**src/rtl/axi_lite_arbiter.sv**
```systemverilog
// Round-robin N-to-1 AXI4-Lite arbiter: one read or write in flight, grant held
// from address phase until the owner's response handshake completes.
module axi_lite_arbiter #(
    parameter int NUM_MASTERS = 2
) (
    input  logic                       clk,
    input  logic                       reset,
    // upstream masters, per-master fields packed side by side (master i at slice i)
    input  logic [NUM_MASTERS-1:0]     m_arvalid,
    output logic [NUM_MASTERS-1:0]     m_arready,
    input  logic [NUM_MASTERS*32-1:0]  m_araddr,
    input  logic [NUM_MASTERS-1:0]     m_awvalid,
    output logic [NUM_MASTERS-1:0]     m_awready,
    input  logic [NUM_MASTERS*32-1:0]  m_awaddr,
    input  logic [NUM_MASTERS-1:0]     m_wvalid,
    output logic [NUM_MASTERS-1:0]     m_wready,
    input  logic [NUM_MASTERS*32-1:0]  m_wdata,
    input  logic [NUM_MASTERS*4-1:0]   m_wmask,
    output logic [NUM_MASTERS-1:0]     m_rvalid,
    input  logic [NUM_MASTERS-1:0]     m_rready,
    output logic [NUM_MASTERS*32-1:0]  m_rdata,
    output logic [NUM_MASTERS*2-1:0]   m_rresp,
    output logic [NUM_MASTERS-1:0]     m_bvalid,
    input  logic [NUM_MASTERS-1:0]     m_bready,
    output logic [NUM_MASTERS*2-1:0]   m_bresp,
    // downstream port to the crossbar
    output logic                       s_arvalid,
    input  logic                       s_arready,
    output logic [31:0]                s_araddr,
    output logic                       s_awvalid,
    input  logic                       s_awready,
    output logic [31:0]                s_awaddr,
    output logic                       s_wvalid,
    input  logic                       s_wready,
    output logic [31:0]                s_wdata,
    output logic [3:0]                 s_wmask,
    input  logic                       s_rvalid,
    output logic                       s_rready,
    input  logic [31:0]                s_rdata,
    input  logic [1:0]                 s_rresp,
    input  logic                       s_bvalid,
    output logic                       s_bready,
    input  logic [1:0]                 s_bresp
);
    localparam int OW = (NUM_MASTERS > 1) ? $clog2(NUM_MASTERS) : 1;

    typedef enum logic [1:0] {IDLE, ADDR, RDATA, WRESP} state_t;

    state_t          state_reg, state_next;
    logic [OW-1:0]   owner_reg, owner_next;
    logic [OW-1:0]   rr_last_reg, rr_last_next;
    logic            w_done_reg, w_done_next;
    logic [OW-1:0]   grant_idx;
    logic [NUM_MASTERS-1:0] req;

    logic [31:0] araddr_arr [NUM_MASTERS];
    logic [31:0] awaddr_arr [NUM_MASTERS];
    logic [31:0] wdata_arr  [NUM_MASTERS];
    logic [3:0]  wmask_arr  [NUM_MASTERS];

    assign req = m_arvalid | m_awvalid;

    genvar gi;
    generate
        for (gi = 0; gi < NUM_MASTERS; gi++) begin : g_master
            assign araddr_arr[gi]         = m_araddr[gi*32 +: 32];
            assign awaddr_arr[gi]         = m_awaddr[gi*32 +: 32];
            assign wdata_arr[gi]          = m_wdata[gi*32 +: 32];
            assign wmask_arr[gi]          = m_wmask[gi*4 +: 4];
            // response payloads go to everyone; only the valids are owner-gated
            assign m_rdata[gi*32 +: 32]   = s_rdata;
            assign m_rresp[gi*2 +: 2]     = s_rresp;
            assign m_bresp[gi*2 +: 2]     = s_bresp;
        end
    endgenerate

    // first requester strictly after rr_last, wrapping at NUM_MASTERS
    always_comb begin : rr_pick
        logic [OW-1:0] cand;
        logic          found;
        cand      = rr_last_reg;
        found     = 1'b0;
        grant_idx = owner_reg;
        for (int k = 0; k < NUM_MASTERS; k++) begin
            cand = (cand == OW'(NUM_MASTERS - 1)) ? '0 : cand + OW'(1);
            if (!found && req[cand]) begin
                grant_idx = cand;
                found     = 1'b1;
            end
        end
    end

    always_ff @(posedge clk) begin
        if (reset) begin
            state_reg   <= IDLE;
            owner_reg   <= '0;
            rr_last_reg <= OW'(NUM_MASTERS - 1);
            w_done_reg  <= 1'b0;
        end else begin
            state_reg   <= state_next;
            owner_reg   <= owner_next;
            rr_last_reg <= rr_last_next;
            w_done_reg  <= w_done_next;
        end
    end

    always_comb begin
        state_next   = state_reg;
        owner_next   = owner_reg;
        rr_last_next = rr_last_reg;
        w_done_next  = w_done_reg;
        s_arvalid    = 1'b0;
        s_awvalid    = 1'b0;
        s_wvalid     = 1'b0;
        s_rready     = 1'b0;
        s_bready     = 1'b0;
        s_araddr     = '0;
        s_awaddr     = '0;
        s_wdata      = '0;
        s_wmask      = '0;
        m_arready    = '0;
        m_awready    = '0;
        m_wready     = '0;
        m_rvalid     = '0;
        m_bvalid     = '0;

        if (state_reg != IDLE) begin
            s_araddr = araddr_arr[owner_reg];
            s_awaddr = awaddr_arr[owner_reg];
            s_wdata  = wdata_arr[owner_reg];
            s_wmask  = wmask_arr[owner_reg];
        end

        // W may still be owed after AW is accepted, so forwarding spans ADDR and WRESP
        if ((state_reg == ADDR && !m_arvalid[owner_reg] && m_awvalid[owner_reg]) ||
            state_reg == WRESP) begin
            s_wvalid            = m_wvalid[owner_reg] & ~w_done_reg;
            m_wready[owner_reg] = s_wready & ~w_done_reg;
            if (m_wvalid[owner_reg] && s_wready && !w_done_reg)
                w_done_next = 1'b1;
        end

        case (state_reg)
            IDLE: begin
                if (|req) begin
                    owner_next  = grant_idx;
                    state_next  = ADDR;
                    w_done_next = 1'b0;
                end
            end
            ADDR: begin
                if (m_arvalid[owner_reg]) begin
                    s_arvalid            = 1'b1;
                    m_arready[owner_reg] = s_arready;
                    if (s_arready)
                        state_next = RDATA;
                end else if (m_awvalid[owner_reg]) begin
                    s_awvalid            = 1'b1;
                    m_awready[owner_reg] = s_awready;
                    if (s_awready)
                        state_next = WRESP;
                end else begin
                    state_next = IDLE;
                end
            end
            RDATA: begin
                s_rready            = m_rready[owner_reg];
                m_rvalid[owner_reg] = s_rvalid;
                if (s_rvalid && m_rready[owner_reg]) begin
                    state_next   = IDLE;
                    rr_last_next = owner_reg;
                end
            end
            WRESP: begin
                // hold off B until the data beat has actually been accepted
                s_bready            = m_bready[owner_reg] & w_done_reg;
                m_bvalid[owner_reg] = s_bvalid & w_done_reg;
                if (s_bvalid && m_bready[owner_reg] && w_done_reg) begin
                    state_next   = IDLE;
                    rr_last_next = owner_reg;
                end
            end
            default: state_next = IDLE;
        endcase
    end
endmodule

```
**config.mk**
```make
export PLATFORM = sky130hd
export DESIGN_NAME = axi_lite_arbiter
export DESIGN_NICKNAME = d
export VERILOG_FILES = /design/src/rtl/axi_lite_arbiter.sv
export SDC_FILE = /design/constraint.sdc
export NUM_CORES = 1
export LEC_CHECK = 0
export BUFFER_PORTS_ARGS = -buffer_cell sky130_fd_sc_hd__buf_4
export CELL_PAD_IN_SITES_DETAIL_PLACEMENT = 0
export CELL_PAD_IN_SITES_GLOBAL_PLACEMENT = 1
export CORE_AREA = 4 4 167 169
export DETAILED_ROUTE_END_ITERATION = 8
export DIE_AREA = 0 0 171 173
export GPL_ROUTABILITY_DRIVEN = 0
export GPL_TIMING_DRIVEN = 0
export PLACE_DENSITY = 0.66
export SETUP_SLACK_MARGIN = 0.05
export SLEW_MARGIN = 5
export SYNTH_ARGS = -nofsm -noshare
export SYNTH_HDL_FRONTEND = slang
export SYNTH_SLANG_ARGS = --single-unit
export TNS_END_PERCENT = 100
```
**constraint.sdc**
```tcl
create_clock -name clk -period 1.7 [get_ports clk]
set_clock_uncertainty 0.2 [all_clocks]
set_input_delay 0.34 -clock clk [delete_from_list [all_inputs] [get_ports clk]]
set_output_delay 0.34 -clock clk [all_outputs]
set_load 0.01 [all_outputs]
```
==> results.tsv <==
stage	metric	value	unit
logic_synthesis	Main synth FF type	dfxtp_1	
logic_synthesis	Yosys warnings	0	
detailed_routing	DR vias/cell	3.613	
layout	final core occ	0.2609	
status	outcome	complete, but fails checks	
layout	Layout area overhead	171.9	%
layout	layout cells sized above 1	0.7210	
setup_path	worst-path cell chain	mux2_4, or3_4, a211oi_4, buf_6	
cts	clock sinks	5	
global_route	global-route wire length before repair	24.96	mm
detailed_routing	vias	4097	
status	failing checks	setup timing	
detailed_routing	total wire length	18.63	mm
power_and_ir_drop	Pwr Density	987.2	nW/µm²
global_route	pin count of the biggest net entering global routing	11	
sta	Fin Setup TNS	-36.56	ns
sta	final worst slack	-0.5315	ns
placed_design	pre-CTS setup slack	-1.263	ns
setup_path	WP data arrival	1.69	ns
power_and_ir_drop	Internal Power	0.003853	W
setup_path	Critical Path Start Type	flip-flop	
logic_synthesis	number of synthesized flops with an enable pin	0	
sta	Slew headroom	0.7348	
cts	Longest Clk Path Bufs	2	
floorplanning	die area	29580	µm²
placed_design	port buffer count	403	
global_route	initial antenna violation count	1	
layout	Final nets	1046	
power_and_ir_drop	leakage power	3.379	nW
setup_path	Crit Path Max Fanout	5	
cts	CTS tree	yes	
cts	Skew-Pair Late Insertion Delay	0.23	ns
hold_path	Hold Path Sink	owner_reg$_SDFFE_PP0P_	
floorplanning	site row count	60	
sta	final period utilization	1.313	
sta	Final Hold Vio Count	0	
setup_path	critical path capture point type	primary output	
setup_path	max incr delay on CP	0.39	ns
layout	layout filler cell count	2890	
logic_synthesis	cell count after synthesis	362	
logic_synthesis	post-synth cell types	35	
sta	Least-Margin Pin Slew	0.3901	ns
sta	fmax	448.1	MHz
logic_synthesis	sequential area share after synthesis	0.03925	
setup_path	WS Path Type	reg -> out	
sta	Slew Viols, Final	0	
power_and_ir_drop	P_sw	0.002993	W
sta	unrepaired setup endpoints after global routing	true	
hold_path	worst hold path startpoint	reset	
floorplanning	core area	26580	µm²
cts	CTS clock-pin slew for the worst setup and hold paths	0.03	ns
setup_path	Reg-to-Reg Start	owner_reg$_SDFFE_PP0P_	
sta	min cycle time layout	2.232	ns
floorplanning	die width	171	µm
setup_path	Register-to-Register Path Depth	6	
setup_path	slowest CP cell	dfxtp_4	
detailed_routing	DRT iter0 DRCs	63	
cts	H-tree depth	1	
cts	CTS Hold Bufs	0	
floorplanning	I/O pin cnt	440	
detailed_routing	DRT antenna net count	0	
floorplanning	Die Y-Extent	173	µm
global_route	total grt overflow	0	
power_and_ir_drop	switch share	0.4372	
setup_path	R2R Path End	state_reg[0]$_SDFFE_PP0P_	
logic_synthesis	Syn Area/Cell	7.044	µm²
detailed_routing	WL/cell	16.42	µm
power_and_ir_drop	Reg power frac	0.028	
setup_path	R2R setup slack	-0.46	ns
sta	Setup Viol. Count Final	118	
layout	cell area after layout	6934	µm²
power_and_ir_drop	peak supply drop	0.0005797	V
layout	max reg flops	2	
power_and_ir_drop	Clock power frac	0.057	
detailed_routing	drc violations	0	
logic_synthesis	synthesized net count	615	
logic_synthesis	Yosys reg bits	5	
logic_synthesis	Mapped Area	2550	µm²
placed_design	Placed Cells	1106	
detailed_routing	Pre-antenna DRT Iters	4	
power_and_ir_drop	Combinational Power Share	0.915	
hold_path	Tightest Hold Check Type	in -> reg	
cts	Root Driver	clkbuf_16	
cts	CTS buffer count	3	
global_route	Tot GR Track Use	0.1083	
hold_path	Min-Delay Path Depth	2	
layout	non-filler cells, final	1134	
logic_synthesis	Async SR Flop Fraction	0	
setup_path	CP Data Required Time	1.16	ns
floorplanning	initial core utilization	0.09595	
placed_design	DP Area	6070	µm²
flow_run	Max Cap Viol	0	
global_route	vias in the first global route	4235	
placed_design	post-DP HPWL	15.70	mm
==> cell usage after synthesis, types with 2 or more instances <==
master      n  area, µm²
dfxtp_1     5      100.1
and4b_1     2      20.02
nor2b_1     3      18.77
inv_1       2      7.510
nor3b_1     3      22.52
o21ai_0     2      10.01
a21oi_1     5      25.02
buf_2      10      50.05
a211oi_1    2      15.01
buf_4      72      540.5
clkbuf_1   15      56.30
nand2_1     5      18.77
mux2i_1   106       1061
nor4bb_1    2      20.02
nor2_1    108      405.4
==> critical path, delay by kind of cell, from the launching register on <==
| family | cells | cell delay, ns |
|---|---|---|
| flip-flops | 1 | 0.39 |
| AND/OR/NAND/NOR | 1 | 0.39 |
| multiplexers | 1 | 0.32 |
| AO/OA/AOI/OAI | 1 | 0.22 |
| buffers and inverters | 1 | 0.14 |
==> metal layers <==
layer,vias up,GRT usage,routed length (µm)
met5,-,0,0
met4,0,0.02047,219
met3,10,0.02423,1782
met2,236,0.2127,10020
met1,1845,0.1168,6606
li1,2006,-,-
==> power groups by stage <==
| stage | sequential (W) | combinational [W] | clock, W |
|---|---|---|---|
| floorplan | 0.000166 | 0.00243 | 0 |
| global placement | 0.000169 | 0.00506 | 0 |
| detailed placement | 0.000169 | 0.00505 | 0 |
| CTS | 0.000174 | 0.00617 | 0.000389 |
| global route | 0.000200 | 0.00670 | 0.000401 |
| finish | 0.000193 | 0.00626 | 0.000387 |
==> kinds of logic (layout without fill, tap and decap cells) <==
family          count (synthesis)  count (layout)  share of synthesized area
compound gates                 15              15                    0.04269
buf+inv                       100             530                     0.2610
flops                           5               5                    0.03926
mux                           108             108                     0.4264
other cells                     0               1                          0
simple gates                  134             134                     0.2306
==> timing repair <==
action / 4_1_cts / 5_1_grt
endpoints found under the hold margin: 0 / 0
gates cloned: 3 / 2
pin swaps: 4 / 7
gates resized for setup: 109 / 25
setup endpoints to repair: 119 / 119
buffers inserted: 10 / 10
==> how the worst max path moves through the flow <==
stage,from,endpoint,cells after the start,slack (ns)
after floorplan,owner_reg$_SDFFE_PP0P_,s_wvalid,4,-0.21
after global placement,owner_reg$_SDFFE_PP0P_,s_awaddr[9],6,-1.23
after detailed placement,owner_reg$_SDFFE_PP0P_,s_awaddr[9],6,-1.26
after CTS,owner_reg$_SDFFE_PP0P_,s_wvalid,5,-0.57
after global routing,owner_reg$_SDFFE_PP0P_,s_wvalid,4,-0.58
final,owner_reg$_SDFFE_PP0P_,s_wvalid,4,-0.53
==> per-stage QoR <==
| stage | power, W | hold slack (ns) |
|---|---|---|
| after global placement | 0.005233 | 0.2980 |
| after floorplan | 0.002591 | 0.2017 |
| final | 0.006845 | 0.1539 |
| after global routing | 0.007306 | 0.1646 |
| after detailed placement | 0.005218 | 0.3161 |
| after CTS | 0.006732 | 0.1345 |
==> cell usage in the layout (no fill, tap or decap), types with 2 or more instances in the layout <==
cell	n
a211oi_2	2
a21oi_1	5
and4b_1	2
buf_12	2
buf_16	2
buf_4	483
buf_6	14
buf_8	9
clkbuf_16	9
clkbuf_8	8
dfxtp_1	2
dfxtp_2	2
inv_1	2
mux2i_1	90
mux2i_2	7
mux2i_4	9
nand2_1	4
nor2_1	102
nor2_2	4
nor2_4	2
nor2b_1	2
nor3b_2	2
nor4_2	2
o21ai_0	2
==> final cells by class <==
class / count / area, µm² / area share
timing repair buffer: 428 / 3342 / 0.4820
multi-input combinational: 257 / 2038 / 0.2939
buffer: 96 / 932.1 / 0.1344
tap: 341 / 426.7 / 0.06153
sequential: 5 / 106.4 / 0.01534
clock buffer: 4 / 78.83 / 0.01137
inverter: 2 / 7.507 / 0.001083
antenna: 1 / 2.502 / 0.0003609
(Power assumes the default switching activity.)
